==> src/rtl/elm_layer_sched.sv <==
// elm_layer_sched: sequencer for one ELM hidden layer. It loads weights and
// biases into the neurons, broadcasts one input vector, then collects and
// drains the results.
// Ports: clk, rst (async, active-high); load_start; cfg_* config stream;
//   x_* input stream; n_rst, weight*, n_bias_valid, biasValue, config_*,
//   myinput* drive the neuron array; n_outvalid/n_out come back from it;
//   y_* result stream; loaded/busy/err_timeout status.
module elm_layer_sched #(
  parameter int DATA_W     = 16,
  parameter int OUT_W      = 16,
  parameter int NUM_NEURON = 8,
  parameter int NUM_WEIGHT = 128,
  parameter int LAYER_NO   = 1,
  parameter int WAIT_MAX   = 64
) (
  input  logic                          clk,
  input  logic                          rst,
  input  logic                          load_start,
  input  logic                          cfg_valid,
  output logic                          cfg_ready,
  input  logic [DATA_W-1:0]             cfg_data,
  input  logic                          x_valid,
  output logic                          x_ready,
  input  logic [DATA_W-1:0]             x_data,
  output logic                          n_rst,
  output logic                          weightValid,
  output logic [DATA_W-1:0]             weightValue,
  output logic [NUM_NEURON-1:0]         n_bias_valid,
  output logic [DATA_W-1:0]             biasValue,
  output logic [2*DATA_W:0]             config_layer_num,
  output logic [2*DATA_W:0]             config_neuron_num,
  output logic                          myinputValid,
  output logic [DATA_W-1:0]             myinput,
  input  logic [NUM_NEURON-1:0]         n_outvalid,
  input  logic [NUM_NEURON*OUT_W-1:0]   n_out,
  output logic                          y_valid,
  input  logic                          y_ready,
  output logic [OUT_W-1:0]              y_data,
  output logic [$clog2(NUM_NEURON)-1:0] y_idx,
  output logic                          y_last,
  output logic                          loaded,
  output logic                          busy,
  output logic                          err_timeout
);

  localparam int KW   = $clog2(NUM_NEURON);
  localparam int CW_A = $clog2(NUM_WEIGHT);
  localparam int CW_B = $clog2(WAIT_MAX);
  localparam int CW_M = (CW_A > CW_B) ? CW_A : CW_B;
  localparam int CW   = (CW_M > 0) ? CW_M : 1;
  localparam int SW   = 2*DATA_W+1;

  localparam logic [KW-1:0] K_LAST = KW'(NUM_NEURON-1);
  localparam logic [CW-1:0] W_LAST = CW'(NUM_WEIGHT-1);
  localparam logic [CW-1:0] T_LAST = CW'(WAIT_MAX-1);

  typedef enum logic [2:0] {
    S_IDLE,
    S_CLR,
    S_LOAD_W,
    S_LOAD_B,
    S_READY,
    S_STREAM,
    S_WAIT,
    S_DRAIN
  } state_e;

  state_e state_q, state_d;

  logic [CW-1:0]         cnt_q, cnt_d;
  logic [KW-1:0]         k_q, k_d;
  logic [NUM_NEURON-1:0] done_q, done_d;
  logic [OUT_W-1:0]      cap_q [NUM_NEURON];
  logic [OUT_W-1:0]      cap_d [NUM_NEURON];

  logic                  n_rst_q, n_rst_d;
  logic                  cfg_ready_q, cfg_ready_d;
  logic                  x_ready_q, x_ready_d;
  logic                  wv_q, wv_d;
  logic [DATA_W-1:0]     wval_q, wval_d;
  logic [NUM_NEURON-1:0] bv_q, bv_d;
  logic [DATA_W-1:0]     bval_q, bval_d;
  logic [SW-1:0]         lay_q, lay_d;
  logic [SW-1:0]         nsel_q, nsel_d;
  logic                  iv_q, iv_d;
  logic [DATA_W-1:0]     ival_q, ival_d;
  logic                  yv_q, yv_d;
  logic [OUT_W-1:0]      yd_q, yd_d;
  logic [KW-1:0]         yi_q, yi_d;
  logic                  yl_q, yl_d;
  logic                  loaded_q, loaded_d;
  logic                  busy_q, busy_d;
  logic                  err_q, err_d;

  logic                  cfg_hs;
  logic                  x_hs;
  logic                  y_hs;
  logic                  all_done;
  logic [KW-1:0]         y_nxt;
  logic [NUM_NEURON-1:0] one_hot0;

  // Handshakes use the registered ready, so a word is only taken in the
  // state that advertised readiness.
  assign cfg_hs   = cfg_valid & cfg_ready_q;
  assign x_hs     = x_valid & x_ready_q;
  assign y_hs     = yv_q & y_ready;
  // A neuron reporting this cycle counts as done for the exit decision.
  assign all_done = &(done_q | n_outvalid);
  assign y_nxt    = yi_q + KW'(1);
  assign one_hot0 = {{(NUM_NEURON-1){1'b0}}, 1'b1};

  // State register and all datapath/output registers.
  always_ff @(posedge clk or posedge rst) begin
    if (rst) begin
      state_q     <= S_IDLE;
      cnt_q       <= '0;
      k_q         <= '0;
      done_q      <= '0;
      for (int i = 0; i < NUM_NEURON; i++) cap_q[i] <= '0;
      n_rst_q     <= 1'b1;
      cfg_ready_q <= 1'b0;
      x_ready_q   <= 1'b0;
      wv_q        <= 1'b0;
      wval_q      <= '0;
      bv_q        <= '0;
      bval_q      <= '0;
      lay_q       <= '0;
      nsel_q      <= '0;
      iv_q        <= 1'b0;
      ival_q      <= '0;
      yv_q        <= 1'b0;
      yd_q        <= '0;
      yi_q        <= '0;
      yl_q        <= 1'b0;
      loaded_q    <= 1'b0;
      busy_q      <= 1'b0;
      err_q       <= 1'b0;
    end else begin
      state_q     <= state_d;
      cnt_q       <= cnt_d;
      k_q         <= k_d;
      done_q      <= done_d;
      cap_q       <= cap_d;
      n_rst_q     <= n_rst_d;
      cfg_ready_q <= cfg_ready_d;
      x_ready_q   <= x_ready_d;
      wv_q        <= wv_d;
      wval_q      <= wval_d;
      bv_q        <= bv_d;
      bval_q      <= bval_d;
      lay_q       <= lay_d;
      nsel_q      <= nsel_d;
      iv_q        <= iv_d;
      ival_q      <= ival_d;
      yv_q        <= yv_d;
      yd_q        <= yd_d;
      yi_q        <= yi_d;
      yl_q        <= yl_d;
      loaded_q    <= loaded_d;
      busy_q      <= busy_d;
      err_q       <= err_d;
    end
  end

  // Next-state logic.
  always_comb begin
    state_d = state_q;
    unique case (state_q)
      S_IDLE: begin
        if (load_start) state_d = S_CLR;
      end
      S_READY: begin
        // A reload request wins over a waiting input vector.
        if (load_start)   state_d = S_CLR;
        else if (x_valid) state_d = S_STREAM;
      end
      S_CLR: begin
        state_d = S_LOAD_W;
      end
      S_LOAD_W: begin
        if (cfg_hs && cnt_q == W_LAST) state_d = S_LOAD_B;
      end
      S_LOAD_B: begin
        if (cfg_hs) state_d = (k_q == K_LAST) ? S_READY : S_LOAD_W;
      end
      S_STREAM: begin
        if (x_hs && cnt_q == W_LAST) state_d = S_WAIT;
      end
      S_WAIT: begin
        if (all_done || cnt_q == T_LAST) state_d = S_DRAIN;
      end
      S_DRAIN: begin
        if (y_hs && yl_q) state_d = S_READY;
      end
      default: state_d = S_IDLE;
    endcase
  end

  // Output and datapath next values.
  always_comb begin
    cnt_d    = cnt_q;
    k_d      = k_q;
    done_d   = done_q;
    cap_d    = cap_q;
    wv_d     = 1'b0;
    wval_d   = wval_q;
    bv_d     = '0;
    bval_d   = bval_q;
    lay_d    = lay_q;
    nsel_d   = nsel_q;
    iv_d     = 1'b0;
    ival_d   = ival_q;
    yv_d     = yv_q;
    yd_d     = yd_q;
    yi_d     = yi_q;
    yl_d     = yl_q;
    loaded_d = loaded_q;
    err_d    = err_q;
    unique case (state_q)
      S_IDLE, S_READY: begin
        cnt_d = '0;
        if (state_d == S_CLR) begin
          loaded_d = 1'b0;
          err_d    = 1'b0;
          k_d      = '0;
        end
      end
      S_CLR: begin
        cnt_d = '0;
      end
      S_LOAD_W: begin
        if (cfg_hs) begin
          wv_d   = 1'b1;
          wval_d = cfg_data;
          lay_d  = SW'(LAYER_NO);
          nsel_d = SW'(k_q);
          cnt_d  = (cnt_q == W_LAST) ? '0 : cnt_q + CW'(1);
        end
      end
      S_LOAD_B: begin
        if (cfg_hs) begin
          bv_d   = one_hot0 << k_q;
          bval_d = cfg_data;
          lay_d  = SW'(LAYER_NO);
          nsel_d = SW'(k_q);
          cnt_d  = '0;
          if (k_q == K_LAST) loaded_d = 1'b1;
          else               k_d      = k_q + KW'(1);
        end
      end
      S_STREAM: begin
        if (x_hs) begin
          iv_d   = 1'b1;
          ival_d = x_data;
          cnt_d  = cnt_q + CW'(1);
          if (cnt_q == W_LAST) begin
            // Fresh capture set: anything not reported drains as zero.
            cnt_d  = '0;
            done_d = '0;
            for (int i = 0; i < NUM_NEURON; i++) cap_d[i] = '0;
          end
        end
      end
      S_WAIT: begin
        cnt_d = cnt_q + CW'(1);
        for (int i = 0; i < NUM_NEURON; i++) begin
          if (n_outvalid[i]) begin
            cap_d[i]  = n_out[i*OUT_W +: OUT_W];
            done_d[i] = 1'b1;
          end
        end
        if (state_d == S_DRAIN) begin
          if (!all_done) err_d = 1'b1;
          yv_d = 1'b1;
          yd_d = cap_d[0];
          yi_d = '0;
          yl_d = 1'b0;
        end
      end
      S_DRAIN: begin
        if (y_hs) begin
          if (yl_q) begin
            yv_d   = 1'b0;
            yl_d   = 1'b0;
            done_d = '0;
          end else begin
            yi_d = y_nxt;
            yd_d = cap_q[y_nxt];
            yl_d = (y_nxt == K_LAST);
          end
        end
      end
      default: begin
        cnt_d = '0;
      end
    endcase
    n_rst_d     = (state_d == S_CLR);
    cfg_ready_d = (state_d == S_LOAD_W) || (state_d == S_LOAD_B);
    x_ready_d   = (state_d == S_STREAM);
    busy_d      = !((state_d == S_IDLE) || (state_d == S_READY));
  end

  assign n_rst             = n_rst_q;
  assign cfg_ready         = cfg_ready_q;
  assign x_ready           = x_ready_q;
  assign weightValid       = wv_q;
  assign weightValue       = wval_q;
  assign n_bias_valid      = bv_q;
  assign biasValue         = bval_q;
  assign config_layer_num  = lay_q;
  assign config_neuron_num = nsel_q;
  assign myinputValid      = iv_q;
  assign myinput           = ival_q;
  assign y_valid           = yv_q;
  assign y_data            = yd_q;
  assign y_idx             = yi_q;
  assign y_last            = yl_q;
  assign loaded            = loaded_q;
  assign busy              = busy_q;
  assign err_timeout       = err_q;

endmodule

==> config.mk <==
export PLATFORM = sky130hd
export DESIGN_NAME = elm_layer_sched
export DESIGN_NICKNAME = d
export VERILOG_FILES = /design/src/rtl/elm_layer_sched.sv
export SDC_FILE = /design/constraint.sdc
export NUM_CORES = 1
export LEC_CHECK = 0
export CAP_MARGIN = 20
export CORE_UTILIZATION = 49
export DETAILED_ROUTE_END_ITERATION = 10
export PLACE_DENSITY_LB_ADDON = 0.2
export SYNTH_ARGS = -nofsm -noshare
export SYNTH_HDL_FRONTEND = slang
export SYNTH_SLANG_ARGS = --single-unit
==> constraint.sdc <==
create_clock -name clk -period 9.9 [get_ports clk]
set_input_delay 2.475 -clock clk [delete_from_list [all_inputs] [get_ports clk]]
set_output_delay 2.475 -clock clk [all_outputs]
set_load 0.02 [all_outputs]
# After elaboration in Yosys (flattened, before gate mapping)
# Index checks and enable logic that the tools add are counted.
[word_totals]
elab_cells = 205
reg_bits = 238
output_inout_bits = 151
inputBits = 174
[op_classes]
shifts = 1
bitwise_logic = 5
add_sub_neg = 3
n_eq_ne = 37
order_cmp = 1
n_reduce_logical = 46
mux = 75
[ops]
columns = ["op", "n"]
rows = [
  ["$mux 128", 2],
  ["$pmux 128 s2", 1],
  ["$mux 16", 13],
  ["$reduce_and 4->1", 13],
  ["$bmux 16 s3", 1],
  ["$mux 8", 6],
  ["$reduce_and 6->1", 8],
  ["$mux 3", 15],
  ["$ne 2x2->1 const B", 20],
  ["$pmux 7 s5", 1],
  ["$pmux 16 s2", 1],
  ["$mux 7", 4],
  ["$eq 3x3->1 const B", 9],
  ["$pmux 3 s8", 1],
  ["$pmux 8 s3", 1],
  ["$mux 1", 23],
  ["$eq 3x2->1 const B", 4],
  ["$pmux 3 s2", 2],
  ["$or 8x8->8", 1],
  ["$pmux 1 s2", 4],
  ["$reduce_and 2->1", 4],
  ["$reduce_and 8->1", 1],
  ["$reduce_bool 2->1", 4],
  ["$shl 1x3->8 const A", 1],
  ["other kinds (17)", 28],
]

# Depth between registers and ports, before layout
# Gate-level depths: netlist of the first run.
[depth]
word_depth = 8
ltp_mapped = 10

# Least setup slack after synthesis of the first run
# Ideal clock, no wire load.
[synth_timing]
path_type = "in2reg"
start = "in n_outvalid[2]"
end = "reg yd_q[10] (netlist: y_data[10])"
path_stages = 7
path_slack_ns = 5.865
arrival_ns = 3.910
setup_time_ns = 0.125
path_cell_list = "buf_2 > o22ai_1 > nor4_1 > o21ai_2 > a31oi_2 > buf_6 > mux2_4"
[synth_between]
elab_chain_len = 8
[synth_rtl]
columns = ["element", "line_no", "rtl"]
rows = [
  ["start: declaration", "34", "input logic [NUM_NEURON-1:0] n_outvalid,"],
  ["$or 8x8->8", "108", "assign all_done = &(done_q | n_outvalid);"],
  ["$reduce_and 8->1", "108", ""],
  ["$logic_or 1x1->1", "190", "if (all_done || cnt_q == T_LAST) state_d = S_DRAIN;"],
  ["$mux 3", "190", ""],
  ["$pmux 3 s8", "168", "unique case (state_q)"],
  ["$eq 3x3->1", "272", "if (state_d == S_DRAIN) begin"],
  ["$ne 2x2->1 (no source line)", "n/a", ""],
  ["$reduce_and 4->1 (no source line)", "n/a", ""],
  ["end signal: assignment", "156", "yd_q <= yd_d;"],
  ["end: declaration", "88", "logic [OUT_W-1:0] yd_q, yd_d;"],
]
# No other way between the ends.
# A chain may end at the register's enable or synchronous reset.

# Worst setup path in the final report of the first run
[layout_timing]
start = "in n_outvalid[4]"
end = "reg yd_q[1] (netlist: y_data[1])"
# Same word-level chain as after synthesis.

==> results of run 1 <==
## critical path: stages
cell and delay [ps]:
clkdlybuf4s50_1 1040, o22ai_1 200, nor4_1 430, o21ai_2 160, a31oi_2 160, buf_4 340
mux2_4 330
## cell usage in the layout, fill, tap and decap left out, types with 5 or more instances in the layout
cell	Yosys	layout
nor2_1	16	16
conb_1	1	62
mux2_2	32	32
clkbuf_16	0	27
clkdlybuf4s50_1	0	262
a21oi_1	29	29
and2_1	5	5
mux4_2	32	32
and3_1	8	8
bufinv_16	0	5
inv_1	122	121
nor3_1	7	7
o22ai_1	24	24
ha_1	9	9
nand4_1	98	98
mux2_4	16	16
mux2i_1	18	18
a22o_1	19	19
buf_4	64	10
nand3_1	25	25
clkbuf_1	32	5
o21a_1	7	7
nand2_1	78	78
dfrtp_1	237	235
o21ai_0	121	121
## worst max-delay path by stage
stage | end | slack, ps | cells after the start
after floorplan | biasValue[0] | 900 | 1
after global placement | y_data[0] | 4650 | 7
after detailed placement | y_data[2] | 4630 | 7
after CTS | y_data[1] | 5180 | 7
after global routing | y_data[1] | 4990 | 7
final | y_data[1] | 5140 | 7
## area by class of cell
type	count	area, sq um	area share (%)
flip-flops and latches	238	5960	39.8
multi-input cells	649	4550	30.3
repair buffers	272	2700	18.0
clock buffers	36	749	5.00
inverters	122	465	3.10
well taps	313	392	2.61
clock inverters	10	178	1.19
## flip-flops by register name, indices dropped and copies added, names as in the netlist
register	count
busy	1
x_ready	1
myinputValid	1
cfg_ready	1
y_data	16
cap_q	128
state_q	3
weightValid	1
err_timeout	1
weightValue	16
n_bias_valid	8
k_q	3
loaded	1
cnt_q	7
y_last	1
y_valid	1
y_idx	3
config_layer_num	1
n_rst	1
biasValue	16
myinput	16
done_q	8
config_neuron_num	3
## per-layer routing
layer	track usage, %	vias to the layer above	wire length [microns]
met5	0	-	15
met4	7.10	2	710
met3	5.61	48	2690
met2	39.6	418	14100
met1	35.9	4332	12900
li1	-	4135	-
## through the flow
stage / hold slack, ps / cells
3_3_place_gp: 449 / 1594
4_1_cts: 476 / 1640
6_report: 467 / 1640
3_5_place_dp: 458 / 1594
5_1_grt: 491 / 1640
2_1_floorplan: 451 / 1148
## power groups by stage
stage,Combinational (mW),Sequential (mW),Clock (mW)
final,1.07,1.53,1.04
after global routing,1.17,1.57,1.10
after CTS,1.07,1.52,1.06
after floorplan,0.630,1.56,0
after detailed placement,1.06,1.54,0
after global placement,1.03,1.52,0
## cells by family (layout without fill, tap and decap cells)
logic type / count (synthesis) / count (layout) / synth area share (%)
and+or+nand+nor: 257 / 257 / 11.9
adders and majority gates: 9 / 9 / 0.975
AOI/OAI and AO/OA: 222 / 222 / 11.4
other: 1 / 62 / 0.0325
muxes: 98 / 98 / 13.0
DFF: 238 / 238 / 51.6
xor gates and xnor gates: 1 / 1 / 0.0758
buffers and inverters: 261 / 440 / 11.1
==> flow_summary.json, run 1 <==
{
  "rsz0062_at_grt": "false",
  "fin_crit_sh_pct": 48.1,
  "p_sw_share_pct": 31.7,
  "dp_hpwl_microns": 21100,
  "synth_edf_count": 0,
  "first_global_vias": 8621,
  "synthTopCellsByArea": "dfrtp_1, mux4_2, nand4_1",
  "yosysSeqAreaShare_pct": 51.6,
  "layout.nets": 1492,
  "initial_utilization_pct": 50.6,
  "hold_buffers": 0,
  "wl_microns": 30500,
  "vias": 8935,
  "max_slew_margin_pct": 32.3,
  "comb_power_share_pct": 29.4,
  "remaining_drc_errors": 0,
  "maxSlewViolCount": 0,
  "leakage_nw": 6.81,
  "clk_pin_slew_ps": 60,
  "cts_buffers": 26,
  "firstDrtPassIters": 5,
  "holdPathEnd": "config_layer_num[0]",
  "syn_inst": 1087,
  "antenna_found_initial": 1,
  "die_w_microns": 156,
  "p_per_area_nw_per_um2": 243,
  "outcome": "completed",
  "fp.dieH_microns": 156,
  "cp.arrival_ps": 5170,
  "port_buffers": 262,
  "holdCritPathClass": "register to register",
  "peakVddDrop_mv": 0.121,
  "cts_root_buffer": "clkbuf_16",
  "end_kind": "register",
  "cts_tree": "built",
  "setup.worst_path.class": "input port to register",
  "vias_per_cell": 5.45,
  "fmax_mhz": 210,
  "synthTopCellsByCount": "dfrtp_1, inv_1, o21ai_0, nand4_1, nand2_1",
  "finalWorstSetupSlack_ps": 5140,
  "max_slew.worst_pin.slew_ps": 1010,
  "synth_most_common_cell": "dfrtp_1",
  "clkPwrFrac_pct": 28.6,
  "synth.avg_cell_area_sq_um": 10.6,
  "reg2reg_slack_ps": 6380,
  "p_seq_share_pct": 42.0,
  "io_pins": 325,
  "fill_cells": 1795,
  "timing.max_cap.violations": 0,
  "grt_pass1_wl_microns": 47800,
  "fin_area_sq_um": 15000,
  "async_reset_ff_share_pct": 100,
  "place_ws_ps": 4630,
  "ys.flop_type": "dfrtp_1",
  "period_needed_ps": 4760,
  "clk_path_buf_depth": 3,
  "hp-start": "config_layer_num[0]",
  "startpoint": "n_outvalid[4]",
  "antenna_left": 0,
  "timing.rr.end": "y_data[1]",
  "htree_levels": 1,
  "required_ps": 10310,
  "cts.sinks": 238,
  "skew_ps": 13.1,
  "cts_resized": 0,
  "p_sw_mw": 1.15,
  "post_cts_buffers": 0,
  "r2r_cells": 7,
  "yosysUniqueCellTypes": 57,
  "tns_ps": 0,
  "synth_top_cell_by_area": "dfrtp_1",
  "insertedDiodeCount": 0,
  "wire_per_inst_microns": 18.6,
  "placed_area_sq_um": 14100,
  "r2r-start": "state_q[1]",
  "finalSetupViolCount": 0,
  "ys_ff_latch": 238,
  "synthToLayoutAreaGrowth_pct": 29.8,
  "drive_gt1_share_pct": 11.4,
  "place.gp.congestion": 0.856,
  "drt_iter0_drc": 772,
  "hold-path-cell-count": 1,
  "intPower_mw": 2.48,
  "die-area_sq_um": 24200,
  "total_power_mw": 3.64,
  "core_sq_um": 22800,
  "yosys_warnings": 0,
  "final_util_pct": 65.6,
  "hold_viol": 0,
  "gr-total-overflow": 0,
  "grt_usage_pct": 25.4,
  "path_max_fanout": 20,
  "grt_max_degree": 102,
  "syn-cell-area_sq_um": 11600,
  "start_kind": "input port",
  "rows": 55,
  "insertion_delay_ps": 530,
  "synth_top_cell_area_share_pct": 51.3
}
Note: power is estimated with default switching activity, not from simulation.
==> run 2, diff against run 1 <==
==> constraint.sdc (replaced) <==
create_clock -name clk -period 4.8 [get_ports clk]
set_input_delay 1.2 -clock clk [delete_from_list [all_inputs] [get_ports clk]]
set_output_delay 1.2 -clock clk [all_outputs]
set_load 0.02 [all_outputs]
==> run 2 against run 1 <==
Net effect:
- critical path depth down 5
- final area up 0.16%
- routed wire length increased by 2.5%
- sequential share of layout area fell by 0.063 points
- non-clock buffer count grew 13
- final cell count is 0.91% higher
- via count is 1.7% higher
- combinational power up 110%
- die area is the same
- critical endpoint is now y_idx[0]
==> flow_summary.json, run 2 (synthesis gave the netlist of run 1 again) <==
{
  "outcome": "completed",
  "holdCritPathClass": "register to register",
  "post_cts_buffers": 0,
  "insertion_delay_ps": 540,
  "largest_register_ffs": 128,
  "fill_cells": 1812,
  "fmax_mhz": 294,
  "rows": 55,
  "timing.max_cap.violations": 0,
  "port_buffers": 262,
  "remaining_drc_errors": 0,
  "htree_levels": 1,
  "max_slew.worst_pin.slew_ps": 1060,
  "cts_root_buffer": "clkbuf_16",
  "cts_resized": 0,
  "tns_ps": 0,
  "synthToLayoutAreaGrowth_pct": 30.0,
  "cts_buffers": 27,
  "layout.nets": 1506,
  "antenna_found_initial": 0,
  "vias_per_cell": 5.49,
  "finalSetupViolCount": 0,
  "maxSlewViolCount": 0,
  "peakVddDrop_mv": 0.246,
  "start_kind": "register",
  "skew_ps": 20.6,
  "fin_crit_sh_pct": 70.9,
  "hold-path-cell-count": 1,
  "wl_microns": 31200,
  "grt_usage_pct": 25.9,
  "die_w_microns": 156,
  "first_global_vias": 8850,
  "clk_pin_slew_ps": 60,
  "setup.worst_path.class": "register to output port",
  "rsz0062_at_grt": "false",
  "firstDrtPassIters": 7,
  "core_sq_um": 22800,
  "vias": 9083,
  "antenna_left": 0,
  "r2r_cells": 7,
  "required_ps": 3600,
  "drt_iter0_drc": 760,
  "regMostFlops": "cap_q",
  "end_kind": "output port",
  "initial_utilization_pct": 50.6,
  "dp_hpwl_microns": 21800,
  "hold_buffers": 0,
  "final_util_pct": 65.7,
  "insertedDiodeCount": 0,
  "period_needed_ps": 3410,
  "drive_gt1_share_pct": 12.2,
  "cts.sinks": 238,
  "p_per_area_nw_per_um2": 486,
  "max_slew_margin_pct": 29.5,
  "gr-total-overflow": 0,
  "grt_pass1_wl_microns": 48800,
  "grt_max_degree": 79,
  "hold_viol": 0,
  "wire_per_inst_microns": 18.9,
  "die-area_sq_um": 24200,
  "clk_path_buf_depth": 3,
  "leakage_nw": 6.84,
  "final_common_cell": "clkdlybuf4s50_1",
  "cts_tree": "built",
  "io_pins": 325,
  "place.gp.congestion": 0.861,
  "final_cell_mix": "clkdlybuf4s50_1, dfrtp_1, inv_1, o21ai_0, nand4_1",
  "fp.dieH_microns": 156,
  "cp.arrival_ps": 2210,
  "reg2reg_slack_ps": 1780,
  "path_max_fanout": 36
}
==> run 2: changes by cell type in the layout (fill, tap and decap cells not counted), sizes merged <==
| cell | delta |
|---|---|
| clkbuf | +3 |
| bufinv | -5 |
| clkinv | +4 |
| buf | +13 |
==> run 2: path summary, 6_finish.rpt <==
check                                            to                 from
worst min register to register  config_layer_num[0]  config_layer_num[0]
min in group asynchronous                 y_data[9]                  rst
max in group asynchronous                 cap_q[24]                  rst
worst min-delay path            config_layer_num[0]  config_layer_num[0]
worst max register to register           y_data[10]           state_q[1]
worst max-delay path                       y_idx[0]             y_idx[0]
==> run 2: layout make-up <==
type	count	area (sq um)	share of cell area [%]
Sequential cell	238	5960	39.7
Timing Repair Buffer	285	2830	18.9
Clock buffer	39	771	5.13
Multi-Input combinational cell	649	4550	30.3
Clock inverter	9	48.8	0.325
Inverter	122	462	3.07
Tap cell	313	392	2.61
==> run 2: through the flow <==
| step | instances | total power, mW | hold slack, ps | area (sq um) | setup WS, ps |
|---|---|---|---|---|---|
| after floorplan | 1148 | 4.52 | 451 | 11800 | 481 |
| after global placement | 1607 | 5.29 | 449 | 14200 | 1180 |
| after detailed placement | 1607 | 5.38 | 458 | 14200 | 1150 |
| after CTS | 1655 | 7.33 | 472 | 15000 | 1330 |
| after global routing | 1655 | 7.72 | 491 | 15000 | 1290 |
| final | 1655 | 7.30 | 465 | 15000 | 1390 |
==> run 2: critical path, cell delays in order (launching register included) <==
cell	delay [ps]
dfrtp_2	350
buf_4	560
clkdlybuf4s50_1	770
==> run 2: routing by layer <==
metal	vias up	share of wire [%]	GRT usage, %	wire length (microns)
met3	45	8.4	4.56	2620
met5	-	0	0	0
met4	0	2.3	7.38	708
met1	4406	43	36.9	13300
li1	4166	-	-	-
met2	466	47	40.8	14500
==> run 2: where the power goes <==
| part | total [mW] | internal (mW) | switching [mW] |
|---|---|---|---|
| Combinational | 2.23 | 1.08 | 1.15 |
| Sequential | 3.15 | 2.71 | 0.446 |
| Clock | 1.91 | 1.11 | 0.805 |
==> run 3, diff against run 2 <==
--- a/config.mk
+++ b/config.mk
@@ -6,7 +6,7 @@
 export NUM_CORES = 1
 export LEC_CHECK = 0
 export CAP_MARGIN = 20
-export CORE_UTILIZATION = 49
+export CORE_UTILIZATION = 44
 export DETAILED_ROUTE_END_ITERATION = 10
 export PLACE_DENSITY_LB_ADDON = 0.2
 export SYNTH_ARGS = -nofsm -noshare
==> constraint.sdc (replaced) <==
create_clock -name clk -period 3.1 [get_ports clk]
set_input_delay 0.775 -clock clk [delete_from_list [all_inputs] [get_ports clk]]
set_output_delay 0.775 -clock clk [all_outputs]
set_load 0.02 [all_outputs]
==> run 3 against run 2 <==
Net effect:
- core utilization shrank 5.9 points
- worst setup slack lost 800 ps
- flip-flop and latch count is the same
- first-iteration DRC count shrank 2.0%
- total power grew 58%
- clock skew shrank 5.0 ps
- routed wire length grew 3.4%
- global-route usage shrank 1.7 points
- non-clock buffer count grew 14
==> flow_summary.json, run 3 (synthesis gave the netlist of run 1 again) <==
{
  "peakVddDrop_mv": 0.493,
  "die_w_microns": 164,
  "post_cts_buffers": 0,
  "multi_input_comb_area_sq_um": 4550,
  "fp.dieH_microns": 164,
  "setup.worst_path.class": "register to output port",
  "critPathTopFamily": "buffers and inverters",
  "skew_ps": 15.6,
  "holdCritPathClass": "register to register",
  "core_sq_um": 25500,
  "io_pins": 325,
  "cts.sinks": 238,
  "whs_ps": 469,
  "htree_levels": 1,
  "path_cells": "clkdlybuf4s50_1",
  "firstDrtPassIters": 5,
  "antenna_found_initial": 2,
  "rsz0062_at_grt": "false",
  "drive_gt1_share_pct": 13.4,
  "synthToLayoutAreaGrowth_pct": 31.8,
  "largest_register_ffs": 128,
  "outcome": "completed",
  "p_per_area_nw_per_um2": 759,
  "initial_utilization_pct": 45.4,
  "wire_per_inst_microns": 19.1,
  "hold_viol": 0,
  "clk_pin_slew_ps": 60,
  "die-area_sq_um": 26900,
  "gr-total-overflow": 0,
  "final_cell_mix": "clkdlybuf4s50_1, dfrtp_1, inv_1, o21ai_0, nand4_1",
  "fin_crit_sh_pct": 80.9,
  "leakage_nw": 6.95,
  "cts_root_buffer": "clkbuf_16",
  "port_buffers": 262,
  "first_global_vias": 8895,
  "layout.nets": 1520,
  "cts_resized": 0,
  "start_kind": "register",
  "regArea_sq_um": 5960,
  "insertion_delay_ps": 530,
  "fmax_mhz": 399,
  "vias_per_cell": 5.34,
  "placed_area_sq_um": 14300,
  "finalSetupViolCount": 0,
  "grt_usage_pct": 24.2,
  "dp_hpwl_microns": 22300,
  "fin_area_sq_um": 15200,
  "grt_pass1_wl_microns": 50000,
  "end_kind": "output port",
  "cts_buffers": 27,
  "path_max_fanout": 10,
  "remaining_drc_errors": 0,
  "cpPeakStageDelay_ps": 700,
  "antenna_left": 0,
  "slowest_stage": "clkdlybuf4s50_1",
  "max_slew_margin_pct": 43.7,
  "final_common_cell": "clkdlybuf4s50_1",
  "wl_microns": 32300,
  "clk_path_buf_depth": 3,
  "timing.max_cap.violations": 0,
  "fill_cells": 2168,
  "cp_num_buf_inv": 1,
  "period_needed_ps": 2510,
  "place.gp.congestion": 0.839,
  "grt_max_degree": 134,
  "cts_tree": "built",
  "vias": 9009,
  "maxSlewViolCount": 0,
  "rows": 58,
  "hold_buffers": 0,
  "required_ps": 2320,
  "drt_iter0_drc": 745,
  "regMostFlops": "cap_q",
  "cp.arrival_ps": 1730,
  "max_slew.worst_pin.slew_ps": 845
}
run 3: cell types whose count changed in the layout (fill, tap and decap cells not counted):
cell and change:
clkinv_2 -2, diode_2 +1, clkinv_4 +1, clkbuf_1 -3, clkbuf_8 +2, buf_4 +14
clkinvlp_4 +1, bufinv_16 +2
run 3: layer usage:
layer / track usage, % / routed length, microns / vias to the layer above
li1: - / - / 4202
met1: 34.7 / 14300 / 4398
met2: 38.8 / 15200 / 373
met3: 3.46 / 2170 / 34
met4: 5.56 / 572 / 2
met5: 0 / 13 / -
run 3: worst paths after layout:
path | startpoint | endpoint | slack [ps] | depth (start not counted)
worst max-delay path | y_last | y_last | 590 | 1
worst min-delay path | config_layer_num[0] | config_layer_num[0] | 470 | 1
worst max register to register | y_idx[0] | y_data[9] | 640 | 7
worst min register to register | config_layer_num[0] | config_layer_num[0] | 470 | 1
max in group asynchronous | rst | state_q[2] | 1630 | 3
min in group asynchronous | rst | y_data[14] | 790 | 3
run 3: power by group:
group          total (mW)  internal (mW)  switching [mW]
registers            4.84           4.19           0.655
logic                3.52           1.70            1.82
clock network        3.20           1.93            1.27
total                11.6           7.82            3.74
run 3: cell type report:
class / instances / area share (%)
Antenna cell: 1 / 0.0164
Clock buffer: 38 / 5.17
Clock inverter: 11 / 0.756
Inverter: 122 / 3.03
Multi-Input combinational cell: 649 / 29.9
Sequential cell: 238 / 39.2
Tap cell: 330 / 2.71
Timing Repair Buffer: 299 / 19.3
run 3: per-stage QoR:
step / setup slack [ps] / util [%] / std cells / total power, mW / setup TNS, ps
floorplan: -794 / - / 1148 / 7.00 / -188190
global route: 477 / 59.8 / 1688 / 12.2 / 0
global placement: 153 / 56.2 / 1638 / 8.24 / 0
detailed placement: 189 / 56.2 / 1638 / 8.38 / 0
finish: 593 / 59.8 / 1688 / 11.6 / 0
CTS: 549 / 59.8 / 1687 / 11.6 / 0
